[src/rtl/histo_pkg.sv]
// histo_pkg: widths and FSM encoding shared by the histogram writer and displayer
package histo_pkg;
  localparam int PIX_W = 8;
  localparam int CNT_W = 20;
  localparam int NUM_BINS = 2 ** PIX_W;
  typedef enum logic [1:0] {IDLE, CLEAR, ACCUM, DRAIN} state_t;
endpackage

[src/rtl/histo_rmw_pipe.sv]
// histo_rmw_pipe: per-pixel read-modify-write with write forwarding, saturating
// increment and running peak tracking
module histo_rmw_pipe
  import histo_pkg::*;
(
  input  logic             clk,
  input  logic             rst_n,
  input  logic             flush,
  input  logic             max_clr,
  input  logic             in_valid,
  input  logic [PIX_W-1:0] in_addr,
  input  logic [CNT_W-1:0] rd_data,
  output logic             wr_en,
  output logic [PIX_W-1:0] wr_addr,
  output logic [CNT_W-1:0] wr_data,
  output logic [CNT_W-1:0] max_val_nxt,
  output logic [PIX_W-1:0] max_bin_nxt
);
  logic s1_valid_q, s1_valid_d, lw_valid_q, lw_valid_d;
  logic [PIX_W-1:0] s1_addr_q, s1_addr_d, lw_addr_q, lw_addr_d, max_bin_q, max_bin_d;
  logic [CNT_W-1:0] lw_data_q, lw_data_d, max_val_q, max_val_d, base, count;
  logic bump;
  always_comb begin
    // the RAM returns pre-write data when last cycle's write hit the same bin
    base = (lw_valid_q && lw_addr_q == s1_addr_q) ? lw_data_q : rd_data;
    count = (&base) ? base : base + 1'b1;
    bump = s1_valid_q && count > max_val_q;
    s1_valid_d = in_valid && !flush;
    s1_addr_d = in_valid ? in_addr : s1_addr_q;
    lw_valid_d = s1_valid_q && !flush;
    lw_addr_d = s1_addr_q;
    lw_data_d = count;
    max_val_d = max_clr ? '0 : bump ? count : max_val_q;
    max_bin_d = max_clr ? '0 : bump ? s1_addr_q : max_bin_q;
  end
  always_ff @(posedge clk or negedge rst_n) begin
    if (!rst_n) begin
      s1_valid_q <= 1'b0;
      s1_addr_q <= '0;
      lw_valid_q <= 1'b0;
      lw_addr_q <= '0;
      lw_data_q <= '0;
      max_val_q <= '0;
      max_bin_q <= '0;
    end else begin
      s1_valid_q <= s1_valid_d;
      s1_addr_q <= s1_addr_d;
      lw_valid_q <= lw_valid_d;
      lw_addr_q <= lw_addr_d;
      lw_data_q <= lw_data_d;
      max_val_q <= max_val_d;
      max_bin_q <= max_bin_d;
    end
  end
  assign wr_en = s1_valid_q;
  assign wr_addr = s1_addr_q;
  assign wr_data = s1_valid_q ? count : '0;
  assign max_val_nxt = max_val_d;
  assign max_bin_nxt = max_bin_d;
endmodule

[src/rtl/histogram_accumulator.sv]
// histogram_accumulator: clears the histogram RAM, accumulates one frame of
// pixels into it and publishes the peak bin when the last write has retired
module histogram_accumulator
  import histo_pkg::*;
(
  input  logic             iClk,
  input  logic             iRst_n,
  input  logic             iFrameStart,
  input  logic             iFrameEnd,
  input  logic             iValid,
  input  logic [PIX_W-1:0] iPixel,
  output logic             oReady,
  output logic [PIX_W-1:0] oRdAddr,
  input  logic [CNT_W-1:0] iRdData,
  output logic [PIX_W-1:0] oWrAddr,
  output logic [CNT_W-1:0] oWrData,
  output logic             oWrEn,
  output logic [CNT_W-1:0] oMaxValue,
  output logic [PIX_W-1:0] oMaxBin,
  output logic             oDone,
  output logic             oBusy
);
  state_t state_q, state_d;
  logic [PIX_W-1:0] clr_addr_q, clr_addr_d, rd_addr_q, rd_addr_d, max_bin_q, max_bin_d;
  logic [PIX_W-1:0] pipe_addr, pipe_max_bin;
  logic [CNT_W-1:0] max_val_q, max_val_d, pipe_data, pipe_max_val;
  logic done_q, done_d, accept, clearing, pipe_wr;
  always_comb begin
    clearing = state_q == CLEAR;
    accept = iValid && state_q == ACCUM;
    state_d = iFrameStart ? CLEAR
            : (clearing && &clr_addr_q) ? ACCUM
            : (state_q == ACCUM && iFrameEnd) ? DRAIN
            : state_q == DRAIN ? IDLE : state_q;
    clr_addr_d = iFrameStart ? '0 : clearing ? clr_addr_q + 1'b1 : clr_addr_q;
    rd_addr_d = accept ? iPixel : rd_addr_q;
    // nothing is accepted in DRAIN, so stage 1's write retires at this edge
    done_d = state_q == DRAIN && !iFrameStart;
    max_val_d = done_d ? pipe_max_val : max_val_q;
    max_bin_d = done_d ? pipe_max_bin : max_bin_q;
  end
  always_ff @(posedge iClk or negedge iRst_n) begin
    if (!iRst_n) begin
      state_q <= IDLE;
      clr_addr_q <= '0;
      rd_addr_q <= '0;
      done_q <= 1'b0;
      max_val_q <= '0;
      max_bin_q <= '0;
    end else begin
      state_q <= state_d;
      clr_addr_q <= clr_addr_d;
      rd_addr_q <= rd_addr_d;
      done_q <= done_d;
      max_val_q <= max_val_d;
      max_bin_q <= max_bin_d;
    end
  end
  histo_rmw_pipe u_pipe (
    .clk(iClk),
    .rst_n(iRst_n),
    .flush(iFrameStart && state_q != IDLE),
    .max_clr(clearing),
    .in_valid(accept),
    .in_addr(iPixel),
    .rd_data(iRdData),
    .wr_en(pipe_wr),
    .wr_addr(pipe_addr),
    .wr_data(pipe_data),
    .max_val_nxt(pipe_max_val),
    .max_bin_nxt(pipe_max_bin)
  );
  assign oReady = state_q == ACCUM;
  assign oBusy = state_q != IDLE;
  assign oRdAddr = accept ? iPixel : rd_addr_q;
  assign oWrEn = clearing || pipe_wr;
  assign oWrAddr = clearing ? clr_addr_q : pipe_addr;
  assign oWrData = clearing ? '0 : pipe_data;
  assign oDone = done_q;
  assign oMaxValue = max_val_q;
  assign oMaxBin = max_bin_q;
endmodule

[config.mk]
export PLATFORM = sky130hd
export DESIGN_NAME = histogram_accumulator
export DESIGN_NICKNAME = d
export VERILOG_FILES = /design/src/rtl/histo_pkg.sv /design/src/rtl/histo_rmw_pipe.sv /design/src/rtl/histogram_accumulator.sv
export SDC_FILE = /design/constraint.sdc
export NUM_CORES = 1
export LEC_CHECK = 0
export ABC_AREA = 1
export CAP_MARGIN = 20
export CORE_MARGIN = 5
export CORE_UTILIZATION = 40
export DETAILED_ROUTE_END_ITERATION = 8
export PLACE_DENSITY = 0.73
export SYNTH_ARGS = -nofsm -noshare
export SYNTH_HDL_FRONTEND = slang
export SYNTH_SLANG_ARGS = --single-unit
[constraint.sdc]
create_clock -name iClk -period 12.5 [get_ports iClk]
set_input_delay 2.5 -clock iClk [delete_from_list [all_inputs] [get_ports iClk]]
set_output_delay 2.5 -clock iClk [all_outputs]
set_load 0.02 [all_outputs]
After elaboration in Yosys (flattened, before gate mapping)

Cells that the tools add are included.

Bits in registers: 113
Latch bits: 0
Bits in writable memories: 0
Memory bits (read-only): 0
Word-level logic and storage cells: 53
Memories kept: 0

$add $sub $neg: 2
Multipliers: 0
Divide/modulo/power cells: 0
$lt $le $gt $ge: 1
Equality and inequality tests: 4
Shift-type cells: 0
Mux-type cells: 16
Bitwise operators: 0
Reduce and logical (&&, ||, !) cells: 17

Operators with widths:

| cell                  | number |
|---|---|
| $mux 20               | 6 |
| $mux 8                | 6 |
| $add 20x1->20 const B | 1 |
| $gt 20x20->1          | 1 |
| $reduce_and 20->1     | 1 |
| $logic_and 1x1->1     | 9 |
| $add 8x1->8 const B   | 1 |
| $eq 8x8->1            | 1 |
| $mux 2                | 4 |
| $reduce_and 8->1      | 1 |
| $eq 2x2->1 const B    | 2 |
| $reduce_bool 2->1     | 2 |
| $reduce_bool 4->1     | 1 |
| $eq 2x1->1 const B    | 1 |
| $logic_not 1->1       | 2 |
| $logic_or 1x1->1      | 1 |

Longest topological paths before layout

Gate-level depths: netlist of run 1.

Depth after elaboration: 9
Gate-level depth with buffers: 34
Depth with buffers taken out: 31

By module

A second synthesis of run 1 with hierarchy kept.

Cell total of the unflattened synthesis: 824
Area total of the unflattened synthesis: 6337.3 um^2

Modules (own cells, without submodules):

| module                | instances | cells an instance | area an instance (um^2) | sequential area each (um^2) |
|---|---|---|---|---|
| histo_rmw_pipe        | 1         | 533               | 4159.0                  | 1651.6 |
| histogram_accumulator | 1         | 291               | 2178.3                  | 1176.1 |

Worst setup path after synthesis of run 1

No wires, ideal clock.

Kind: input-to-output
From: input port iRdData[1]
To: output port oWrData[10]
Arrival time: 4.080 ns
Data required time: 10.000 ns
Path slack: 5.920 ns
Stages: 11
Cells stage by stage: nand2_1 nand2_1 ha_1 inv_1 nor2_2 nand2_2 nor2_4 nand2_2 buf_6 buf_6 a21oi_1

Longest elaborated chain between the ends: 5
Elaborated cells between the ends (all ways): 6
Classes of those cells: 1 x add/sub; 4 x mux; 1 x reduce/logical

Ends and longest elaborated chain:

| what                                               | RTL line                    | RTL |
|---|---|---|
| start: declaration                                 | histogram_accumulator.sv:14 | `input logic [CNT_W-1:0] iRdData,` |
| $mux 20 *                                          | histo_rmw_pipe.sv:25        | `base = (lw_valid_q && lw_addr_q == s1_addr_q) ? lw_data_q : rd_data;` |
| $add 20x1->20 or $reduce_and 20->1 (tied branches) | histo_rmw_pipe.sv:26        | `count = (&base) ? base : base + 1'b1;` |
| $mux 20 *                                          | histo_rmw_pipe.sv:26        |  |
| $mux 20 *                                          | histo_rmw_pipe.sv:57        | `assign wr_data = s1_valid_q ? count : '0;` |
| $mux 20 *                                          | histogram_accumulator.sv:78 | `assign oWrData = clearing ? '0 : pipe_data;` |
| end: declaration                                   | histogram_accumulator.sv:16 | `output logic [CNT_W-1:0] oWrData,` |

Every way passes the cells marked *; elsewhere a longest branch is shown, timed or not.

Final worst setup path of run 1

From: input port iRdData[0]
To: output port oWrData[1]

The elaborated chain is that of the path after synthesis.

==> results of run 1 <==
## cell type report
class,count,area share [%]
Clock buffer,18,5.224
Multi-Input combinational cell,600,36.49
Clock inverter,14,2.208
Inverter,128,5.848
Timing Repair Buffer,104,12.52
Sequential cell,113,34.42
Tap cell,216,3.290
## cells in the mapped netlist
library cell | instances | share of area, %
a21boi_0 | 2 | 0.23
a21boi_1 | 1 | 0.12
a21oi_1 | 51 | 3.9
a21oi_4 | 2 | 0.50
a31oi_1 | 1 | 0.097
and2_1 | 1 | 0.097
and3_1 | 2 | 0.19
buf_2 | 7 | 0.54
buf_6 | 4 | 0.70
clkbuf_1 | 21 | 1.2
clkinv_1 | 1 | 0.058
dfrtp_1 | 113 | 44
ha_1 | 22 | 4.3
inv_1 | 109 | 6.3
inv_2 | 18 | 1.0
nand2_1 | 277 | 16
nand2_2 | 22 | 2.1
nand2_4 | 2 | 0.35
nand3_1 | 60 | 4.6
nand3_2 | 2 | 0.31
nand3_4 | 1 | 0.27
nand3b_1 | 1 | 0.12
nand4_1 | 24 | 2.3
nor2_1 | 56 | 3.3
nor2_2 | 7 | 0.68
nor2_4 | 3 | 0.52
nor2_8 | 1 | 0.31
nor3_1 | 5 | 0.39
nor3_2 | 1 | 0.15
nor4b_1 | 1 | 0.14
o21a_1 | 1 | 0.12
o21ai_0 | 35 | 2.7
o21ai_1 | 5 | 0.39
o21ai_2 | 1 | 0.14
o21ai_4 | 1 | 0.25
xnor2_1 | 2 | 0.27
xor2_1 | 10 | 1.4
## power breakdown
group | switching [W] | internal, W
clock | 0.000179 | 0.000316
combinational | 0.0000686 | 0.0000398
sequential | 0.00000914 | 0.000379
## how the worst max path moves through the flow
| stage | cells after the start | startpoint | end |
|---|---|---|---|
| floorplan | 11 | iRdData[1] | oWrData[10] |
| global placement | 13 | iRdData[1] | oWrData[1] |
| detailed placement | 13 | iRdData[0] | oWrData[1] |
| CTS | 13 | iRdData[0] | oWrData[1] |
| global route | 13 | iRdData[1] | oWrData[1] |
| finish | 13 | iRdData[0] | oWrData[1] |
## per-layer routing
layer	global-route usage, %	vias to the layer above
met4	5.987	0
met3	4.669	17
li1	-	2934
met5	0	-
met1	29.09	2645
met2	30.49	125
## metrics by stage
stage | std cells | instance area (sq um) | power, W | utilization (%)
after detailed placement | 1161 | 7605 | 0.0005024 | 47.87
after global routing | 1193 | 8215 | 0.001030 | 51.72
after CTS | 1193 | 8215 | 0.0009999 | 51.72
after global placement | 1161 | 7605 | 0.0005015 | 47.87
after floorplan | 873 | 6462 | 0.0004528 | -
final | 1193 | 8215 | 0.0009915 | 51.72
## worst max-delay path: stages
cell	delay, ns
clkdlybuf4s50_1	0.52
nand2_1	0.10
nand2_2	0.16
ha_1	0.20
inv_1	0.10
nor2_2	0.18
nand2_2	0.11
nor2_4	0.13
nand2_2	0.46
nand2_2	0.26
o21ai_4	0.10
nor2_1	0.11
clkdlybuf4s50_1	0.68
## flip-flops by register name (all words and copies together) (netlist names)
register	cells
u_pipe.lw_valid_q	1
u_pipe.max_val_q	20
clr_addr_q	8
rd_addr_q	8
u_pipe.lw_addr_q	8
u_pipe.wr_en	1
oMaxValue	20
oMaxBin	8
u_pipe.lw_data_q	20
u_pipe.wr_addr	8
state_q	2
oDone	1
u_pipe.max_bin_q	8
## logic make-up after synthesis
kind of cell / count (synthesis) / share of synthesized area (%)
compound gates: 100 / 8.500
flops: 113 / 43.76
buf+inv: 160 / 9.893
xor+xnor: 12 / 1.626
fa+ha+maj: 22 / 4.259
simple gates: 466 / 31.97
==> qor.yml, run 1 <==
htreeDepth: 4
post_cts.repair.setup_buffers: 0
yosysSeqAreaShare_pct: 43.76
slew_viol_final: 0
start_kind: "primary input"
fillers: 1536
ys_ff_latch: 113
synth_area_sq_um: 6462
wl_met2_microns: 8249
final.min_clock_period_ns: 8.123
dr_wl_met3_microns: 914
status: "finished, final reports clean"
setup_viol: 0
maxUsedRoutingLayer: "met4"
post-route-period-util_pct: 64.99
drc: 0
insertedDiodeCount: 0
routed_wl_microns: 18160
clkLatencyLatePin_ns: 0.41
layout_commonest_cell: "nand2_1"
synth_area_per_cell_sq_um: 7.403
multiInputGateArea_sq_um: 2998
hold-path-cell-count: 0
skew_ns: 0.01092
cts_root_buf: "clkbuf_16"
die_x_microns: 137.1
hold_violations: 0
synth_nets: 928
fin_ws_ns: 4.377
syn_to_final_growth_pct: 27.12
reg2reg_slack_ns: 5.44
fin_nets: 1019
track_usage_pct: 20.25
worstPathArrival_ns: 5.62
wire_per_inst_microns: 15.23
netlist_instances: 873
die_y_microns: 137.1
required_ns: 10.00
placementRows: 46
synthDistinctLibCells: 37
coreArea_sq_um: 15890
grt_pass1_wl_microns: 29530
drt_iter0_drc: 520
hold_buffers: 0
ir_drop_mv: 0.08156
rr_startpoint: "u_pipe.wr_addr[6]$_DFFE_PN0P_"
die_area_sq_um: 18800
cts_tree: "done"
grt_max_degree: 70
worstRegToRegCells: 28
drtAntennaViolNets: 0
max_freq_mhz: 123.1
leakagePower_nw: 4.147
critical_path_class: "in2out"
cp_max_fo: 38
place_congestion: 0.9167
antenna_found_initial: 0
final_cell_mix: "277 x nand2_1, 113 x dfrtp_1, 109 x inv_1, 99 x clkdlybuf4s50_1, 60 x nand3_1"
drive_above_1_share_pct: 10.03
firstDrtPassIters: 5
rsz0062_at_grt: "false"
vias: 5721
cts_resized: 0
r2r-end: "oMaxBin[0]$_DFFE_PN0P_"
io_buffers: 100
cts_sinks: 113
cts.clk_slew.worst_paths_ns: 0.06
min_from: "u_pipe.wr_addr[5]$_DFFE_PN0P_"
initial_core_util_pct: 40.68
dp_hpwl_microns: 13220
dpl_worst_slack_ns: 4.403
cts_max_path_buffers: 2
crit_path_end_kind: "output port"
numCtsBuffers: 17
viasPerCell: 4.795
maxCapViolCount: 0
num_io_pins: 101
synth_warnings: 0
whs_ns: 0.4162
tightest_slew_ns: 0.9921
fin_setup_tns_ns: 0
register_area_sq_um: 2828
grt_pass1_vias: 5604
grt-ovfl-total: 0
min_to: "u_pipe.lw_addr_q[5]$_DFF_PN0_"
min_path_type: "reg2reg"
power_density_nw_per_um2: 120.7
drt-met1-wl_microns: 8748
timing.slew.headroom_pct: 33.79
Power figures use the tool's default switching activity.
==> inputs of run 2 (changes only) <==
--- a/config.mk
+++ b/config.mk
@@ -10,7 +10,7 @@
 export CORE_MARGIN = 5
 export CORE_UTILIZATION = 40
 export DETAILED_ROUTE_END_ITERATION = 8
-export PLACE_DENSITY = 0.73
+export PLACE_DENSITY = 0.76
 export SYNTH_ARGS = -nofsm -noshare
 export SYNTH_HDL_FRONTEND = slang
 export SYNTH_SLANG_ARGS = --single-unit
==> constraint.sdc (replaced) <==
create_clock -name iClk -period 6.95 [get_ports iClk]
set_input_delay 1.39 -clock iClk [delete_from_list [all_inputs] [get_ports iClk]]
set_output_delay 1.39 -clock iClk [all_outputs]
set_load 0.02 [all_outputs]
==> run 2 against run 1 <==
Net effect: final cell count grew 0.50%; combinational power is 82% higher; first-iteration DRC count is 9.0% lower; register-to-register slack got worse by 3.9 ns; via count rose by 2.9%; sequential power grew 80%; clock skew up 0.0039 ns; non-clock buffer count increased by 6; critical path type unchanged.
==> qor.yml, run 2 (same netlist as run 1, synthesis figures left out) <==
cts_sinks: 113  # unchanged
die_y_microns: 137.1  # unchanged
coreArea_sq_um: 15890  # unchanged
worstRegToRegCells: 28  # unchanged
start_kind: "primary input"
rsz0062_at_grt: "false"
grt-ovfl-total: 0  # unchanged
post_cts.repair.setup_buffers: 0  # unchanged
hold_buffers: 0  # unchanged
place_congestion: 0.9313  # +1.6%
wire_per_inst_microns: 15.37  # +0.97%
max_freq_mhz: 169.5
final_cell_mix: "277 x nand2_1, 113 x dfrtp_1, 109 x inv_1, 99 x clkdlybuf4s50_1, 60 x nand3_1"
critical_path_class: "in2out"
setup_viol: 0  # unchanged
stdcell_area_sq_um: 8244  # +0.35%
ir_drop_mv: 0.1851  # +130%
numCtsBuffers: 17  # unchanged
drt_iter0_drc: 473  # -9.0%
firstDrtPassIters: 5  # unchanged
layout_commonest_cell: "nand2_1"
grt_pass1_wl_microns: 30170  # +2.2%
r2r-end: "oMaxBin[1]$_DFFE_PN0P_"
syn_to_final_growth_pct: 27.57
fin_setup_tns_ns: 0  # unchanged
routed_wl_microns: 18430  # +1.5%
required_ns: 5.56  # -4.44 ns
fin_nets: 1025  # +0.59%
rr_startpoint: "u_pipe.wr_addr[2]$_DFFE_PN0P_"
leakagePower_nw: 4.169  # +0.53%
reg2reg_slack_ns: 1.59  # -3.85 ns
num_io_pins: 101  # unchanged
clkLatencyLatePin_ns: 0.42  # about the same
timing.slew.headroom_pct: 39.42  # +5.6 points
power_density_nw_per_um2: 214.4  # +78%
io_buffers: 100  # unchanged
hold-path-cell-count: 0  # unchanged
cts_max_path_buffers: 2  # unchanged
fin_ws_ns: 1.050  # -3.326 ns
placed_cell_area_sq_um: 7650  # +0.59%
fillers: 1495  # -2.7%
grt_use_met1_pct: 29.74  # +0.66 points
hold_violations: 0  # unchanged
drtAntennaViolNets: 0  # unchanged
cts_root_buf: "clkbuf_16"
min_from: "u_pipe.wr_addr[1]$_DFFE_PN0P_"
htreeDepth: 4  # unchanged
grt-busiest-layer: "met2"
drc: 0  # unchanged
final_core_util_pct: 51.90  # +0.18 points
grt_max_degree: 63  # -10%
antenna_found_initial: 0  # unchanged
dp_hpwl_microns: 13160  # -0.51%
min_to: "u_pipe.lw_addr_q[1]$_DFF_PN0_"
slew_viol_final: 0  # unchanged
dpl_worst_slack_ns: 1.053  # -3.350 ns
groute.layer.met3.usage_pct: 3.824  # -0.85 points
min_path_type: "reg2reg"
initial_core_util_pct: 40.68  # unchanged
cts_resized: 0  # unchanged
met2_usage_pct: 31.31  # +0.82 points
insertedDiodeCount: 0  # unchanged
final.min_clock_period_ns: 5.900
cts.clk_slew.worst_paths_ns: 0.06  # about the same
post-route-period-util_pct: 84.89
cts_tree: "done"
placementRows: 46  # unchanged
die_area_sq_um: 18800  # unchanged
grt_pass1_vias: 5738  # +2.4%
worstPathArrival_ns: 4.51  # -1.11 ns
cp_max_fo: 38  # unchanged
tightest_slew_ns: 0.9077  # -0.08439 ns
viasPerCell: 4.908  # +2.4%
die_x_microns: 137.1  # unchanged
track_usage_pct: 20.65  # +0.40 points
drive_above_1_share_pct: 10.58  # +0.55 points
crit_path_end_kind: "output port"
status: "finished, final reports clean"
vias: 5885  # +2.9%
maxCapViolCount: 0  # unchanged
skew_ns: 0.01485  # +0.003933 ns
-- run 2: cell count changes in the layout (fill, tap and decap cells not counted) --
cell,previous run,this run
buf_4,5,11
bufinv_16,3,2
inv_6,3,4
clkbuf_8,0,1
clkinv_4,4,3
-- run 2: final cells by class --
cell class | count | area, sq um | area share (%)
clock buffer | 19 | 442.9 | 5.373
clock inverter | 13 | 151.4 | 1.836
inverter | 128 | 480.5 | 5.828
multi-input combinational | 600 | 2998 | 36.36
sequential | 113 | 2828 | 34.30
tap | 216 | 270.3 | 3.278
timing repair buffer | 110 | 1074 | 13.02
-- run 2: metrics by stage --
step | hold WS, ns | total power (W) | cells
4_1_cts | 0.4199 | 0.001776 | 1199
2_1_floorplan | 0.3926 | 0.0008145 | 873
5_1_grt | 0.4322 | 0.001833 | 1199
6_report | 0.4142 | 0.001768 | 1199
3_3_place_gp | 0.4013 | 0.0009017 | 1167
3_5_place_dp | 0.4057 | 0.0009043 | 1167
-- run 2: per-layer routing --
| layer | up-vias | part of all wire, % |
|---|---|---|
| li1 | 2951 | - |
| met1 | 2731 | 48 |
| met2 | 177 | 45 |
| met3 | 26 | 5.8 |
| met4 | 0 | 1.8 |
| met5 | - | 0 |
-- run 2: worst max-delay path: stages --
cell	delay [ns]
clkdlybuf4s50_1	0.50
nand2_1	0.10
nand2_2	0.13
ha_1	0.20
inv_1	0.10
nor2_2	0.20
nand2_2	0.12
nor2_4	0.13
nand2_2	0.48
nand2_2	0.29
inv_2	0.06
nor2_1	0.14
clkdlybuf4s50_1	0.65
-- run 2: worst max-delay path by stage --
stage                from  slack (ns)                       end
6_report       iRdData[0]        1.05                oWrData[2]
5_1_grt        iRdData[1]        0.85                oWrData[4]
4_1_cts        iRdData[0]        1.05                oWrData[1]
3_5_place_dp   iRdData[0]        1.05                oWrData[1]
3_3_place_gp   iRdData[0]        1.12                oWrData[3]
2_1_floorplan  iRdData[1]        2.41  oMaxValue[2]$_DFFE_PN0P_
-- run 2: where the power goes --
part | total (W) | internal (W) | switching [W] | leakage, nW
sequential | 0.000698 | 0.000681 | 0.0000167 | 1.42
combinational | 0.000197 | 0.0000732 | 0.000124 | 2.47
clock | 0.000873 | 0.000542 | 0.000330 | 0.277
==> inputs of run 3 (changes only) <==
==> constraint.sdc (replaced) <==
create_clock -name iClk -period 4.9 [get_ports iClk]
set_input_delay 0.98 -clock iClk [delete_from_list [all_inputs] [get_ports iClk]]
set_output_delay 0.98 -clock iClk [all_outputs]
set_load 0.02 [all_outputs]
==> run 3 against run 2 <==
Net effect: non-clock buffer count rose by 16; global-route usage fell by 0.62 points; critical endpoint is now oWrData[8]; sequential cell count did not move; setup slack got worse by 0.74 ns; final area rose by 1.8%; sequential power rose by 42%; routed wire length fell by 0.61%; via count rose by 0.80%; first-iteration DRC count fell by 11%.
==> qor.yml, run 3 (same netlist as run 1, synthesis figures left out) <==
status: "finished, final reports clean"
skew_ns: 0.004431  # -0.01042 ns
placementRows: 46  # unchanged
viasPerCell: 4.882  # -0.53%
final.min_clock_period_ns: 4.593
coreArea_sq_um: 15890  # unchanged
fillers: 1495  # unchanged
ir_drop_mv: 0.2401  # +30%
drtAntennaViolNets: 0  # unchanged
maxCapViolCount: 0  # unchanged
place_congestion: 0.9643  # +3.5%
rsz0062_at_grt: "false"
drc: 0  # unchanged
numCtsBuffers: 17  # unchanged
cp.depth: 16  # +3
die_y_microns: 137.1  # unchanged
leakagePower_nw: 4.504  # +8.0%
io_buffers: 100  # unchanged
power_density_nw_per_um2: 296.0  # +38%
setup_viol: 0  # unchanged
grt_pass1_wl_microns: 29370  # -2.7%
tightest_slew_ns: 0.9457  # +0.03799 ns
required_ns: 3.92  # -1.64 ns
cts_max_path_buffers: 2  # unchanged
num_io_pins: 101  # unchanged
final_cell_mix: "277 x nand2_1, 113 x dfrtp_1, 109 x inv_1, 82 x clkdlybuf4s50_1, 60 x nand3_1"
post-route-period-util_pct: 93.74
crit_path_top_delay_cell: "clkdlybuf4s50_1"
syn_to_final_growth_pct: 29.89
drt_iter0_drc: 419  # -11%
worstPathArrival_ns: 3.61  # -0.90 ns
min_path_type: "in2async"
max_freq_mhz: 217.7
crit_path_end_kind: "output port"
worst_path_largest_cell_delay_ns: 0.64  # about the same
dp_hpwl_microns: 13450  # +2.2%
routed_wl_microns: 18320  # -0.61%
grt_pass1_vias: 5802  # +1.1%
grt_max_degree: 70  # +11%
vias: 5932  # +0.80%
critical_path_class: "reg2out"
crit_chain: "inv_2 -> nand2_1 -> a21oi_4 -> buf_4 -> nand3_1 -> nand2_2 -> ha_1 -> inv_1 -> nor2_2 -> nand2_2 -> nor2_4 -> nand2_2 -> nand2_2 -> inv_2 -> nor2_1 -> clkdlybuf4s50_1"
drive_above_1_share_pct: 12.11  # +1.5 points
power_w: 0.002485  # +41%
critPathTopFamily: "simple AND/OR/NAND/NOR gates"
die_x_microns: 137.1  # unchanged
hold_buffers: 0  # unchanged
wire_per_inst_microns: 15.08  # -1.9%
timing.slew.headroom_pct: 36.89  # -2.5 points
die_area_sq_um: 18800  # unchanged
worstRegToRegCells: 26  # -7.1%
fin_nets: 1041  # +1.6%
path_buf_inv: 5  # +1
grt-ovfl-total: 0  # unchanged
cts_root_buf: "clkbuf_16"
start_kind: "flip-flop"
track_usage_pct: 20.03  # -0.62 points
cts_sinks: 113  # unchanged
layout_commonest_cell: "nand2_1"
cts.clk_slew.worst_paths_ns: 0.06  # about the same
cts_tree: "done"
cp_max_fo: 18  # -53%
hold_violations: 0  # unchanged
antenna_found_initial: 0  # unchanged
clkLatencyLatePin_ns: 0.41  # about the same
slew_viol_final: 0  # unchanged
firstDrtPassIters: 5  # unchanged
htreeDepth: 4  # unchanged
initial_core_util_pct: 40.68  # unchanged
fin_setup_tns_ns: 0  # unchanged
crit_top_cell: "nand2_2"
insertedDiodeCount: 0  # unchanged
## run 3: worst reg2reg max path: cells and delay by family, from the launching register on
kind            cells  cell delay [ns]
xor+xnor            1             0.31
simple gates       14             1.68
compound gates      3             0.50
flops               1             0.41
buf+inv             6             0.94
fa+ha+maj           2             0.50
## run 3: cell type report
| type | count | area (sq um) | area share [%] |
|---|---|---|---|
| Sequential cell | 113 | 2828 | 33.69 |
| Tap cell | 216 | 270.3 | 3.220 |
| Clock inverter | 15 | 158.9 | 1.893 |
| Clock buffer | 17 | 425.4 | 5.068 |
| Inverter | 128 | 480.5 | 5.724 |
| Timing Repair Buffer | 126 | 1234 | 14.70 |
| Multi-Input combinational cell | 600 | 2998 | 35.71 |
## run 3: report_power, final
part           internal (W)  switching, W  total, W
logic              0.000111      0.000176  0.000287
registers          0.000967     0.0000218  0.000988
clock network      0.000752      0.000457   0.00121
total               0.00183      0.000655   0.00248
## run 3: repair_timing
| action | CTS | global route |
|---|---|---|
| cloned | 0 | 0 |
| pin swaps | 1 | 1 |
| setup endpoints to repair | 5 | 27 |
| setup buffers | 0 | 2 |
| resized for setup | 5 | 13 |
## run 3: path summary, 6_finish.rpt
| check | slack (ns) | end | from |
|---|---|---|---|
| setup / recovery | 0.31 | oWrData[8] | u_pipe.wr_addr[2]$_DFFE_PN0P_ |
| min in group iClk | 0.42 | u_pipe.lw_addr_q[5]$_DFF_PN0_ | u_pipe.wr_addr[5]$_DFFE_PN0P_ |
| setup reg to reg | 0.50 | oMaxBin[6]$_DFFE_PN0P_ | u_pipe.wr_addr[2]$_DFFE_PN0P_ |
| max in group asynchronous | 3.51 | oMaxValue[12]$_DFFE_PN0P_ | iRst_n |
| hold / removal | 0.34 | oMaxBin[6]$_DFFE_PN0P_ | iRst_n |
| hold reg to reg | 0.42 | u_pipe.lw_addr_q[5]$_DFF_PN0_ | u_pipe.wr_addr[5]$_DFFE_PN0P_ |
## run 3: metal layers
metal	vias up	global-route usage, %	share of wire (%)
li1	2961	-	-
met1	2762	27.42	47
met2	178	31.74	46
met3	31	4.154	5.4
met4	0	6.707	2.0
met5	-	0	0
## run 3: per-stage QoR
stage	setup slack, ns	hold slack (ns)	instances	area (sq um)	util [%]
2_1_floorplan	0.7071	0.3926	873	6462	-
3_3_place_gp	0.2796	0.3981	1181	7767	48.90
3_5_place_dp	0.2219	0.4001	1181	7767	48.90
4_1_cts	0.01242	0.3269	1213	8346	52.54
5_1_grt	0.005035	0.3295	1215	8394	52.84
6_report	0.3067	0.3397	1215	8394	52.84
